**src/rtl/alu_pkg.sv**
```systemverilog
// Shared definitions for the sequential ALU core: op codes, FSM state type and
// the result-width helper.
package alu_pkg;

  localparam logic [1:0] OP_XNOR  = 2'b00;
  localparam logic [1:0] OP_SHIFT = 2'b01;
  localparam logic [1:0] OP_ADD   = 2'b10;
  localparam logic [1:0] OP_MUL   = 2'b11;

  typedef enum logic {
    IDLE = 1'b0,
    RUN  = 1'b1
  } state_e;

  // Result is wide enough to hold a full W x W unsigned product.
  function automatic int unsigned res_width(input int unsigned w);
    return 2 * w;
  endfunction

endpackage

```
**src/rtl/alu_seq_mult.sv**
```systemverilog
// Iterative shift-add multiplier datapath, sequenced by alu_seq_core.
// Ports:
//   clk, rst : clock and synchronous active-high reset
//   load     : latch operands and start a new product (count = W-1, acc = 0)
//   step     : perform one shift-add iteration
//   a, b     : W-bit unsigned multiplicand / multiplier
//   product  : value acc takes on the current step (final product when last=1)
//   last     : current step is the final iteration
module alu_seq_mult
  import alu_pkg::*;
#(
  parameter int unsigned W = 3
) (
  input  logic                     clk,
  input  logic                     rst,
  input  logic                     load,
  input  logic                     step,
  input  logic [W-1:0]             a,
  input  logic [W-1:0]             b,
  output logic [res_width(W)-1:0]  product,
  output logic                     last
);

  localparam int unsigned RW = res_width(W);
  localparam int unsigned CW = (W > 1) ? $clog2(W) : 1;

  logic [RW-1:0] acc;
  logic [RW-1:0] mcand;
  logic [W-1:0]  mplier;
  logic [CW-1:0] count;

  // Exposed combinationally so the core can capture the final sum on the
  // completing edge without an extra cycle.
  assign product = acc + (mplier[0] ? mcand : '0);
  assign last    = (count == '0);

  always_ff @(posedge clk) begin
    if (rst) begin
      acc    <= '0;
      mcand  <= '0;
      mplier <= '0;
      count  <= '0;
    end else if (load) begin
      acc    <= '0;
      mcand  <= {{W{1'b0}}, a};
      mplier <= b;
      count  <= CW'(W - 1);
    end else if (step) begin
      acc    <= product;
      mcand  <= mcand << 1;
      mplier <= mplier >> 1;
      if (count != '0) begin
        count <= count - 1'b1;
      end
    end
  end

endmodule

```
**src/rtl/alu_seq_core.sv**
```systemverilog
// Clocked four-function ALU (XNOR, SHIFT, ADD, MUL) with start/busy/done
// handshake. Single-cycle ops complete on the accepting edge; MUL iterates
// W cycles in the alu_seq_mult datapath.
// Ports:
//   clk, rst   : clock and synchronous active-high reset
//   en         : global enable, 0 freezes all state (done still clears)
//   start, op  : request and op select, sampled only in IDLE with en=1
//   a, b       : W-bit unsigned operands
//   busy       : multiply iterating
//   done       : one-cycle completion pulse
//   result     : last completed 2W-bit result
//   carry      : carry-out of last ADD, 0 otherwise
//   result_op  : op code of last completed operation
module alu_seq_core
  import alu_pkg::*;
#(
  parameter int unsigned W = 3
) (
  input  logic                     clk,
  input  logic                     rst,
  input  logic                     en,
  input  logic                     start,
  input  logic [1:0]               op,
  input  logic [W-1:0]             a,
  input  logic [W-1:0]             b,
  output logic                     busy,
  output logic                     done,
  output logic [res_width(W)-1:0]  result,
  output logic                     carry,
  output logic [1:0]               result_op
);

  localparam int unsigned RW = res_width(W);

  state_e        state;
  logic          accept;
  logic          mul_load;
  logic          mul_step;
  logic          mul_last;
  logic [RW-1:0] mul_product;
  logic [RW-1:0] sc_result;
  logic          sc_carry;
  logic [W:0]    sum;

  assign busy     = (state == RUN);
  assign accept   = en && (state == IDLE) && start;
  assign mul_load = accept && (op == OP_MUL);
  assign mul_step = en && (state == RUN);

  always_comb begin
    sum       = {1'b0, a} + {1'b0, b};
    sc_result = '0;
    sc_carry  = 1'b0;
    unique case (op)
      OP_XNOR:  sc_result = {{W{1'b0}}, ~(a ^ b)};
      // Shift amounts >= 2W drop every bit, giving 0.
      OP_SHIFT: sc_result = {{W{1'b0}}, a} << b;
      OP_ADD: begin
        sc_result = {{(W-1){1'b0}}, sum};
        sc_carry  = sum[W];
      end
      OP_MUL:   sc_result = '0;
    endcase
  end

  alu_seq_mult #(
    .W (W)
  ) u_mult (
    .clk     (clk),
    .rst     (rst),
    .load    (mul_load),
    .step    (mul_step),
    .a       (a),
    .b       (b),
    .product (mul_product),
    .last    (mul_last)
  );

  always_ff @(posedge clk) begin
    if (rst) begin
      state     <= IDLE;
      done      <= 1'b0;
      result    <= '0;
      carry     <= 1'b0;
      result_op <= OP_XNOR;
    end else begin
      done <= 1'b0;
      if (en) begin
        unique case (state)
          IDLE: begin
            if (start) begin
              if (op == OP_MUL) begin
                state <= RUN;
              end else begin
                result    <= sc_result;
                carry     <= sc_carry;
                result_op <= op;
                done      <= 1'b1;
              end
            end
          end
          RUN: begin
            if (mul_last) begin
              result    <= mul_product;
              carry     <= 1'b0;
              result_op <= OP_MUL;
              done      <= 1'b1;
              state     <= IDLE;
            end
          end
        endcase
      end
    end
  end

endmodule

```
**config.mk**
```make
export PLATFORM = sky130hd
export DESIGN_NAME = alu_seq_core
export DESIGN_NICKNAME = d
export VERILOG_FILES = /design/src/rtl/alu_pkg.sv /design/src/rtl/alu_seq_mult.sv /design/src/rtl/alu_seq_core.sv
export SDC_FILE = /design/constraint.sdc
export NUM_CORES = 1
export LEC_CHECK = 0
export CAP_MARGIN = 20
export CELL_PAD_IN_SITES_DETAIL_PLACEMENT = 0
export CELL_PAD_IN_SITES_GLOBAL_PLACEMENT = 1
export CORE_ASPECT_RATIO = 1.25
export CORE_MARGIN = 2
export CORE_UTILIZATION = 43
export CTS_CLUSTER_DIAMETER = 80
export DETAILED_ROUTE_END_ITERATION = 6
export PLACE_DENSITY = 0.93
export SYNTH_ARGS = -nofsm -noshare
export SYNTH_HDL_FRONTEND = slang
export SYNTH_SLANG_ARGS = --single-unit
```
**constraint.sdc**
```tcl
create_clock -name clk -period 5.8 [get_ports clk]
set_input_delay 1.16 -clock clk [delete_from_list [all_inputs] [get_ports clk]]
set_output_delay 1.16 -clock clk [all_outputs]
set_load 0.02 [all_outputs]
```
# Word level (Yosys, flattened, before mapping)
# Cells that the tools add are included.
[totals] n_memories=0 register_bits=28 output_inout_bits=11 rom_bits=0 latchBits=0 inputBits=12 mem_bits_rw=0
[classes] bitwise=4 n_reduce_logical=14 mul=0 shifts=1 n_mux=30 eq_ne=6 magnitude_cmp=0 div=0 add_sub_neg=3
[ops] cell="$mux W6" count=4
[ops] cell="$pmux W6 S3" count=1
[ops] cell="$mux W2" count=6
[ops] cell="$mux W3" count=4
[ops] cell="$pmux W6 S2" count=1
[ops] cell="$mux W1" count=10
[ops] cell="$add A6 B6 Y6" count=1
[ops] cell="$pmux W1 S2" count=3
[ops] cell="$reduce_bool A2 Y1" count=3
[ops] cell="$shl A3 B3 Y6" count=1
[ops] cell="$add A3 B3 Y4" count=1
[ops] cell="$eq A2 B2 Y1 const B" count=2
[ops] cell="$logic_and A1 B1 Y1" count=4
[ops] cell="$logic_not A2 Y1" count=2
[ops] cell="$ne A2 B2 Y1 const B" count=2
[ops] cell="$pmux W2 S2" count=1
[ops] cell="$reduce_and A2 Y1" count=2
[ops] cell="$reduce_and A4 Y1" count=1
[ops] cell="$reduce_or A2 Y1" count=2
[ops] cell="$not A3 Y3" count=1
[ops] cell="$xor A3 B3 Y3" count=1
[ops] cell="$eq A2 B1 Y1 const B" count=1
[ops] cell="$ne A2 B1 Y1 const B" count=1
[ops] cell="$not A1 Y1" count=2
[ops] cell="$sub A2 B1 Y2 const B" count=1

# Longest topological paths before layout
# Gate-level depths: netlist of run 1.
[logic_depth] ltp_word=6 ltp_mapped=9 depth_no_buf=9

# By module
# Synthesis of run 1 repeated with hierarchy kept, for this count alone.
[unflattened] cells_unflattened=198 area_unflattened_um2=1684.1
[modules_own_cells] module="alu_seq_mult" seq_area_each_um2=340.3 cells_each=101 area_each_um2=883.3 instances=1
[modules_own_cells] module="alu_seq_core" seq_area_each_um2=220.2 cells_each=97 area_each_um2=800.8 instances=1

# Worst setup path before layout of run 1
# No wires, ideal clock.
[synth_path] path_kind="input port to flip-flop" from="input port a[0]" to="register result[1]" cell_stages=6 t_arrival_ns=2.300 required_ns=5.665 setup_slack_ns=3.365 cell_sequence="ha_1 -> fa_1 -> a221oi_1 -> a21oi_1 -> o21ai_0 -> a211oi_1"
[synth_via] elab_chain_len=5 elab_cells_between_ends=6
[synth_rtl] item="start, declared" line_no="alu_seq_core.sv:24" source="input logic [W-1:0] a,"
[synth_rtl] item="$add A3 B3 Y4 or $shl A3 B3 Y6 (tied branches)" line_no="alu_seq_core.sv:51, alu_seq_core.sv:57"
[synth_rtl] item="$pmux W6 S3 *" line_no="alu_seq_core.sv:54" source="unique case (op)"
[synth_rtl] item="$mux W6 *" line_no="alu_seq_core.sv:92" source="if (op == OP_MUL) begin"
[synth_rtl] item="$mux W6 *" line_no="alu_seq_core.sv:91" source="if (start) begin"
[synth_rtl] item="$pmux W6 S2 *" line_no="alu_seq_core.sv:89" source="unique case (state)"
[synth_rtl] item="end signal, assigned" line_no="alu_seq_core.sv:95" source="result <= sc_result;"
[synth_rtl] item="end signal, assigned" line_no="alu_seq_core.sv:104" source="result <= mul_product;"
[synth_rtl] item="end, declared" line_no="alu_seq_core.sv:28" source="output logic [res_width(W)-1:0] result,"
# Mark *: on every way between the ends. The rest lies on a longest branch, timed or not. The select of a mux whose other input is x is not followed.
# A chain may end at the register's enable or synchronous reset.

# Worst setup path after layout of run 1
[layout_path] from="input port b[0]" to="register result[1]"
[layout_via] elab_chain_len=5 elab_cells_between_ends=6
[layout_rtl] item="start, declared" line_no="alu_seq_core.sv:25" source="input logic [W-1:0] b,"
[layout_rtl] item="$add A3 B3 Y4 or $shl A3 B3 Y6 (tied branches)" line_no="alu_seq_core.sv:51, alu_seq_core.sv:57"
[layout_rtl] item="$pmux W6 S3 *" line_no="alu_seq_core.sv:54"
[layout_rtl] item="$mux W6 *" line_no="alu_seq_core.sv:92"
[layout_rtl] item="$mux W6 *" line_no="alu_seq_core.sv:91"
[layout_rtl] item="$pmux W6 S2 *" line_no="alu_seq_core.sv:89"
# Marked as above.

==> results of run 1 <==
stage by stage:
step           hold slack [ps]  total power (uW)    util  instance area [sq um]
2_1_floorplan            436.4             250.9       -                   1709
3_3_place_gp             444.3             275.4  0.5068                   1918
3_5_place_dp             447.9             276.4  0.5068                   1918
4_1_cts                  461.8             395.2  0.5213                   1973
5_1_grt                  485.7             409.6  0.5213                   1973
6_report                 462.1             392.1  0.5213                   1973
worst register-to-register path, cell delays in order (launching register included):
cell	delay (ps)
dfxtp_1	450
and2_1	180
ha_1	160
inv_1	60
fa_1	410
nor2b_1	120
o21ai_0	80
nand2b_1	120
mux2_2	350
a311oi_1	230
power groups by stage:
stage	registers, uW	clock network [uW]	logic (uW)
after floorplan	211	0	39.7
after global placement	207	0	68.4
after detailed placement	207	0	68.9
after CTS	203	123	69.2
after global routing	204	129	76.8
final	203	120	69.1
layout make-up:
class	instances	area, sq um
Timing Repair Buffer	22	220.2
Inverter	8	30.03
Sequential cell	28	560.5
Tap cell	54	67.56
Fill cell	376	1812
Multi-Input combinational cell	164	1040
Clock buffer	4	55.05
state kept, by name, indices dropped and copies added, names as in the netlist:
signal	flops
result_op	2
done	1
busy	1
carry	1
result	6
u_mult.acc	6
u_mult.mplier	3
u_mult.count	2
u_mult.mcand	6
worst max-delay path by stage:
| stage | to | startpoint |
|---|---|---|
| 2_1_floorplan | result[1] | a[0] |
| 3_3_place_gp | result[1] | b[0] |
| 3_5_place_dp | result[1] | b[0] |
| 4_1_cts | result[1] | b[0] |
| 5_1_grt | result[1] | b[0] |
| 6_report | result[1] | b[0] |
cells in the mapped netlist (all sizes together), types with 3 or more instances:
cell	number	area share
clkbuf	6	0.014
ha	12	0.088
nand2	33	0.074
a311oi	5	0.029
a211oi	7	0.031
o21ai	8	0.023
nand4b	3	0.015
xor2	3	0.015
mux2	3	0.020
nand2b	4	0.015
a21oi	19	0.056
nand3	7	0.020
nand3b	3	0.013
inv	8	0.018
and2	5	0.018
buf	7	0.032
dfxtp	28	0.33
nor2	27	0.059
cell families after synthesis:
| kind of cell | count (synthesis) | share of synthesized area |
|---|---|---|
| AO/OA/AOI/OAI | 52 | 0.2006 |
| XOR/XNOR | 4 | 0.02050 |
| adder cells (fa/ha/maj) | 14 | 0.1113 |
| buffers and inverters | 21 | 0.06369 |
| flip-flops | 28 | 0.3280 |
| multiplexers | 4 | 0.02562 |
| AND/OR/NAND/NOR | 90 | 0.2504 |
metal layers:
metal,track usage,vias to the layer above,share of wire
li1,-,772,-
met1,0.2319,687,0.45
met2,0.3140,26,0.51
met3,0.01739,5,0.023
met4,0.07160,0,0.013
met5,0,-,0
==> results.md, run 1 <==
- Worst Tran Pin Value: between 700 and 800 ps
- Resize count post-CTS: 0
- Final worst-path cycle share: 0.5113
- Max-cap viol count: 0
- CP Data Arrival Time: 3090 ps
- H-tree depth: 1
- Startpoint class of the critical path: primary input
- Largest net degree at the start of global routing: 21
- Crit path max-delay cell type: clkdlybuf4s50_1
- GRT Residual Overflow: 0
- Count of flip-flops with a built-in enable after synthesis: 0
- DIE WIDTH: about 60 um
- Post-route minimum period: around 3000 ps
- Clock Skews: between 4 and 5 ps
- #FFs+latches synth: 28
- Post-CTS setup buffers: 0
- Die Y: 74.49 um
- Crit Path Class: primary input to register
- Worst-path clk slew: ~90 ps
- Critical path's largest stage delay: 680 ps
- Number of cells on the worst hold path: 2
- Hold Path End: result[2]
- I/O pin cnt: 23
- Nets: about 250
- WL/cell: between 10 and 15 um
- Ys flop type: dfxtp_1
- Cell internal pwr: 289.8 uW
- Net Sw Frac: 0.2609
- Critical path peak fanout: 10
- Status: complete, no violations
- Routability congestion estimate: 0.9113
- CP endpoint kind: register
- Final Hold Fails: 0
- Worst slew margin: 0.4928
- VDD IR max: approximately 0.000087 V
- 1st-pass router iterations: 4
- Die area: approximately 4500 sq um
- Reg2Reg Setup Slack: about 3500 ps
- Pre-CTS setup slack: roughly 2500 ps
- Seq/Total Area, Yosys: 0.3280
- Comb pwr share: 0.176
- Final setup fails: 0
- Remaining DRCs: 0
- Reg2reg end: result[4]
- Area of the mapped netlist: roughly 1700 sq um
- Final setup slack of the worst path: roughly 2800 ps
- Top delay family on crit path: buffers and inverters
- Critical path cell sequence: clkdlybuf4s50_1 -> ha_1 -> fa_1 -> a221oi_1 -> a21oi_1 -> o21ai_0 -> a211oi_1
- Synth unique cells: between 40 and 50
- First-pass GRT wire length: between 6000 and 7000 um
- Post-synth ARST share: 0
- Final ANT Viol Nets: 0
- Vias in the first global route: between 1000 and 1500
- Avg Inst Size Synth: between 8 and 9 sq um
- Max Buffers Root-to-Sink: 2
- Core ar.: 3785 sq um
- Commonest cells after routing, fill and taps aside: nand2_1 (32), dfxtp_1 (28), nor2_1 (27)
- Finished Layout Cells: 280
- Final WL: ~3800 um
- Syn_nets: approximately 240
- Port-buffer cells: 22
- Fin Setup TNS: 0 ps
- Post-DP HPWL: 2926 um
- Pwr dens: around 200 nW/um^2
- Clock buffer count from CTS: 3
- RSZ-0062 raised after global routing: no
- Net Sw Power: between 100 and 150 uW
- GR Util All Layers: 0.1826
- Critical path depth: 7
- Clock network power share: 0.306
- Initial antenna violation count: 0
- Fmax: roughly 0.34 GHz
- Worst-case reg-to-reg path depth: 9
- # clock sinks: 28
- Commonest non-fill, non-tap cell in the layout: nand2_1
- Share of layout cells above drive strength 1: 0.05752
- Worst Path Required: 5930 ps
- Initial core utilization: 0.4516
- Total number of yosys warnings: 0
- Ant. Diodes: 0
- Worst-Skew Late Latency: between 200 and 300 ps
- Critical R2R Launch: u_mult.mplier[0]
- Flop pwr share: 0.517
- Number of placement rows: 25
- Dpl cells: about 280
- HP Start: result[2]
- Slew Limit Fails: 0
- Worst Hold Class: register to register
- DR vias: around 1500
- Initial DRC Count: 35
- Cell count after synthesis: around 210
- Area growth, synth to finish: 15.45%
- Crit path buf inv count: 1
- Clock Root Buffer: clkbuf_8
- TritonCTS clock tree: built
- Leak: slightly above 0.0007 uW
- # hold bufs at CTS: 0
- Vias/cell: about 5.3
Power figures use the tool's default switching activity.
==> run 2: changes to the inputs <==
--- a/config.mk
+++ b/config.mk
@@ -10,10 +10,10 @@
 export CELL_PAD_IN_SITES_GLOBAL_PLACEMENT = 1
 export CORE_ASPECT_RATIO = 1.25
 export CORE_MARGIN = 2
-export CORE_UTILIZATION = 43
+export CORE_UTILIZATION = 40
 export CTS_CLUSTER_DIAMETER = 80
 export DETAILED_ROUTE_END_ITERATION = 6
-export PLACE_DENSITY = 0.93
+export PLACE_DENSITY = 0.88
 export SYNTH_ARGS = -nofsm -noshare
 export SYNTH_HDL_FRONTEND = slang
 export SYNTH_SLANG_ARGS = --single-unit
==> constraint.sdc (replaced) <==
create_clock -name clk -period 3.1 [get_ports clk]
set_input_delay 0.62 -clock clk [delete_from_list [all_inputs] [get_ports clk]]
set_output_delay 0.62 -clock clk [all_outputs]
set_load 0.02 [all_outputs]
==> run 2 against run 1 <==
Effect of this change:
- global-route usage is 1.5 points lower
- hold slack gained 3.6 ps
- sequential share of layout area is 0.36 points lower
- final cell count is 1.8% higher
- first-iteration DRC count is 5.7% lower
- count of clock-buffer cells in the layout did not move
- clock power increased by 90%
- via count increased by 1.1%
- wire length is 0.42% lower
- critical path type is now register to output pin
- highest routed layer unchanged
==> results.md, run 2 (synthesis results as in run 1) <==
- I/O pin cnt: 23 (unchanged)
- First-pass GRT wire length: 6541 um (+3.0%)
- Critical path peak fanout: 19 (+9)
- CP endpoint kind: output pin
- Share of layout cells above drive strength 1: 0.06987 (+0.01235)
- DIE WIDTH: 62.47 um (+3.4%)
- Initial core utilization: 0.4170 (-0.03460)
- Final Hold Fails: 0 (unchanged)
- Final instance area: 1998 sq um (+1.3%)
- Final WL: 3777 um (-0.42%)
- Max-cap viol count: 0 (unchanged)
- DR vias: 1506 (+1.1%)
- Commonest cells after routing, fill and taps aside: nand2_1 (32), dfxtp_1 (28), nor2_1 (27)
- Crit Path Class: register to output pin
- Top delay family on crit path: flip-flops
- Hold Path End: u_mult.acc[3]
- 1st-pass router iterations: 4 (unchanged)
- Ant. Diodes: 0 (unchanged)
- Worst Path Required: 2480 ps (-3450 ps)
- Worst-path clk slew: 100 ps (about the same)
- Core ar.: 4099 sq um (+8.3%)
- Post-DP Area: 1943 sq um (+1.3%)
- Nets: 256 (+1.2%)
- Worst Hold Class: register to register
- Critical path cell sequence: clkdlybuf4s50_1
- Number of cells on the worst hold path: 2 (unchanged)
- Die Y: 77.09 um (+3.5%)
- Leak: 0.0007430 uW (+2.1%)
- GR Util All Layers: 0.1675 (-0.01502)
- Final setup fails: 0 (unchanged)
- Port-buffer cells: 22 (unchanged)
- Reg2Reg Setup Slack: 790 ps (-2750 ps)
- Critical R2R Launch: u_mult.mplier[0]
- Final worst-path cycle share: 0.7650
- Biggest regs: result: 6 flops, u_mult.acc: 6 flops, u_mult.mcand: 6 flops
- Routability congestion estimate: 0.8572 (-5.9%)
- VDD IR max: 0.0001762 V (+100%)
- # hold bufs at CTS: 0 (unchanged)
- Pwr dens: 369.4 nW/um^2 (+86%)
- # clock sinks: 28 (unchanged)
- Clock Root Buffer: clkbuf_8
- Slew Limit Fails: 0 (unchanged)
- Status: complete, no violations
- Worst-Skew Late Latency: 280 ps (about the same)
- Remaining DRCs: 0 (unchanged)
- Max Buffers Root-to-Sink: 2 (unchanged)
- Reg2reg end: result[4]
- HP Start: u_mult.acc[3]
- Number of placement rows: 26 (+4.0%)
- RSZ-0062 raised after global routing: no
- Post-CTS setup buffers: 0 (unchanged)
- WL/cell: 13.25 um (-2.2%)
- Critical path's largest stage delay: 750 ps (+70 ps)
- Crit path buf inv count: 1 (unchanged)
- Worst slew margin: 0.5663 (+0.07352)
- Worst-case reg-to-reg path depth: 9 (unchanged)
- Post-DP HPWL: 2788 um (-4.7%)
- Post-route minimum period: around 2400 ps
- Commonest non-fill, non-tap cell in the layout: nand2_1
- Fin Setup TNS: 0 ps (unchanged)
- Initial DRC Count: 33 (-5.7%)
- Die area: 4815 sq um (+7.0%)
- Worst Tran Pin Value: 649.6 ps (-108.8 ps)
- Clock buffer count from CTS: 3 (unchanged)
- Resize count post-CTS: 0 (unchanged)
- Clock Skews: 7.571 ps (+3.195 ps)
- Vias/cell: 5.284 (-0.70%)
- Vias in the first global route: 1437 (-0.69%)
- Final ANT Viol Nets: 0 (unchanged)
- Area growth, synth to finish: 16.91%
- Startpoint class of the critical path: register
- Largest net degree at the start of global routing: 21 (unchanged)
- Initial antenna violation count: 0 (unchanged)
- Fin util: 0.4875 (-0.03384)
- TritonCTS clock tree: built
- Fmax: between 0.4 and 0.5 GHz
- Crit path max-delay cell type: dfxtp_1
- H-tree depth: 1 (unchanged)
- CP Data Arrival Time: 1750 ps (-1340 ps)
- GRT Residual Overflow: 0 (unchanged)
run 2: how the worst max path moves through the flow:
stage                          start  cells past startpoint  slack, ps        end
floorplan           u_mult.mplier[0]                      9       1110  result[4]
global placement                b[1]                      6        550  result[1]
detailed placement              a[0]                      7        490  result[1]
CTS                             busy                      1        690       busy
global route                    busy                      1        620       busy
finish                          busy                      1        730       busy
run 2: routing by layer:
metal | wire, um | part of all wire | track usage | vias to the layer above
met5 | 0 | 0 | 0 | -
met4 | 109 | 0.029 | 0.08889 | 0
met3 | 54 | 0.014 | 0.01760 | 8
met2 | 1842 | 0.49 | 0.2871 | 19
met1 | 1771 | 0.47 | 0.2049 | 699
li1 | - | - | - | 780
run 2: power breakdown:
| group | leakage (uW) | internal (uW) | switching [uW] | total, uW |
|---|---|---|---|---|
| sequential | 0.000227 | 371 | 8.26 | 379 |
| combinational | 0.000487 | 59.3 | 72.1 | 131 |
| clock | 0.0000288 | 114 | 114 | 228 |
| total | 0.000743 | 544 | 194 | 738 |
run 2: area by class of cell:
class,count,area [sq um]
Clock buffer,4,55.05
Fill cell,453,2101
Inverter,8,30.03
Multi-Input combinational cell,164,1040
Sequential cell,28,560.5
Tap cell,56,70.07
Timing Repair Buffer,25,242.7
run 2: stage by stage:
step           cells  total power [uW]  hold WS (ps)  setup slack (ps)
5_1_grt          285             775.6         496.4             616.1
3_3_place_gp     281             518.6         450.1             551.7
3_5_place_dp     281             519.2         457.2             494.8
4_1_cts          285             750.2         471.2             689.0
6_report         285             738.2         465.7             728.6
2_1_floorplan    213             469.4         436.4              1111
==> run 3: changes to the inputs <==
==> constraint.sdc (replaced) <==
create_clock -name clk -period 2.4 [get_ports clk]
set_input_delay 0.48 -clock clk [delete_from_list [all_inputs] [get_ports clk]]
set_output_delay 0.48 -clock clk [all_outputs]
set_load 0.02 [all_outputs]
==> run 3 against run 2 <==
Effect of this change:
- clock power increased by 30%
- die area unchanged
- count of clock-buffer cells in the layout unchanged
- critical path type is now register to register
- largest cell class unchanged
==> results.md, run 3 (synthesis results as in run 1) <==
- Net Sw Frac: 0.2631 (about the same)
- Max Buffers Root-to-Sink: 2 (unchanged)
- Final setup fails: 0 (unchanged)
- First-pass GRT wire length: 6706 um (+2.5%)
- Critical path peak fanout: 3 (-16)
- Post-CTS setup buffers: 0 (unchanged)
- Final worst-path cycle share: 0.9048
- Initial antenna violation count: 0 (unchanged)
- Post-DP HPWL: 2993 um (+7.3%)
- Status: complete, no violations
- GR Util All Layers: 0.1730 (+0.005439)
- Net Sw Power: 253.1 uW (+30%)
- Largest net degree at the start of global routing: 20 (-4.8%)
- Die area: 4815 sq um (unchanged)
- Worst Path Required: 2590 ps (+110 ps)
- Final instance area: 2058 sq um (+3.0%)
- CP Data Arrival Time: 2360 ps (+610 ps)
- # hold bufs at CTS: 0 (unchanged)
- Clock Root Buffer: clkbuf_8
- Die Y: 77.09 um (unchanged)
- I/O pin cnt: 23 (unchanged)
- CP endpoint kind: register
- Hold WS: 465.0 ps (-0.7310 ps)
- Remaining DRCs: 0 (unchanged)
- Commonest cells after routing, fill and taps aside: nand2_1 (32), dfxtp_1 (28), nor2_1 (27)
- Leak: 0.0007814 uW (+5.2%)
- H-tree depth: 1 (unchanged)
- Area growth, synth to finish: 20.42%
- Commonest non-fill, non-tap cell in the layout: nand2_1
- Vias in the first global route: 1452 (+1.0%)
- DR vias: 1532 (+1.7%)
- Final Hold Fails: 0 (unchanged)
- Comb pwr share: 0.187 (+0.009)
- Final WL: 3875 um (+2.6%)
- Post-DP Area: 2003 sq um (+3.1%)
- Clock Skews: 2.529 ps (-5.043 ps)
- Initial DRC Count: 36 (+9.1%)
- # fillers: 432 (-4.6%)
- Share of layout cells above drive strength 1: 0.1013 (+0.03140)
- Port-buffer cells: 22 (unchanged)
- GRT Residual Overflow: 0 (unchanged)
- TritonCTS clock tree: built
- Core ar.: 4099 sq um (unchanged)
- VDD IR max: 0.0003052 V (+73%)
- Ant. Diodes: 0 (unchanged)
- Startpoint class of the critical path: register
- Clock buffer count from CTS: 3 (unchanged)
- Fmax: 0.4605 GHz
- Pwr dens: 467.5 nW/um^2 (+27%)
- Worst Hold Class: register to register
- Nets: 264 (+3.1%)
- Worst slew margin: 0.7085 (+0.1422)
- Number of placement rows: 26 (unchanged)
- Fin Setup TNS: 0 ps (unchanged)
- Biggest regs: result: 6 flops, u_mult.acc: 6 flops, u_mult.mcand: 6 flops
- RSZ-0062 raised after global routing: no
- Post-route minimum period: between 2000 and 2500 ps
- Resize count post-CTS: 0 (unchanged)
- Max-cap viol count: 0 (unchanged)
- Vias/cell: 5.229 (-1.1%)
- 1st-pass router iterations: 4 (unchanged)
- Cell internal pwr: 709.1 uW (+30%)
- Crit Path Class: register to register
- Slew Limit Fails: 0 (unchanged)
- DIE WIDTH: 62.47 um (unchanged)
- Clock network power share: 0.307 (about the same)
- Worst-path clk slew: 90 ps (about the same)
- Initial core utilization: 0.4170 (unchanged)
- Routability congestion estimate: 0.8970 (+4.6%)
- Flop pwr share: 0.506 (-0.008)
- Worst Tran Pin Value: 437.2 ps (-212.4 ps)
- WL/cell: 13.23 um (-0.21%)
- Worst-Skew Late Latency: 280 ps (about the same)
- Final ANT Viol Nets: 0 (unchanged)
- # clock sinks: 28 (unchanged)
[run 3: power groups by stage]
stage	registers [uW]	clock network [uW]	logic [uW]
floorplan	510	0	96.0
CTS	488	306	180
global placement	498	0	179
detailed placement	498	0	180
finish	487	296	180
global route	490	326	197
[run 3: final timing paths]
check	startpoint	endpoint	slack [ps]	depth (start not counted)
min	u_mult.acc[0]	u_mult.acc[0]	460	2
min reg2reg	u_mult.acc[0]	u_mult.acc[0]	460	2
max reg2reg	u_mult.mcand[0]	result[4]	230	9
max	u_mult.mcand[0]	result[4]	230	9
[run 3: cell type report]
type                    instances  area [sq um]  area share
multi-input cells             164          1040      0.5052
flip-flops and latches         28         560.5      0.2723
repair buffers                 33         302.8      0.1471
clock buffers                   4         55.05     0.02675
well taps                      56         70.07     0.03404
inverters                       8         30.03     0.01459
[run 3: per-layer routing]
metal,track usage,part of all wire
met2,0.3011,0.50
met4,0.07556,0.024
met1,0.2120,0.46
met5,0,0
met3,0.02199,0.015
[run 3: critical path: stages, from the launching register on]
cell,delay [ps]
dfxtp_1,360
and2_1,140
ha_1,160
inv_1,50
fa_1,400
nor2b_1,120
o21ai_0,100
nand2b_1,150
mux2_2,370
a311oi_1,250
[run 3: stage by stage]
step	cells	setup slack [ps]	total power (uW)	utilization
final	293	228.5	962.2	0.5021
after global routing	293	56.90	1013	0.5021
after CTS	293	228.6	973.8	0.5021
after detailed placement	289	99.91	678.0	0.4887
after global placement	289	118.3	676.8	0.4887
after floorplan	213	411.3	606.4	-
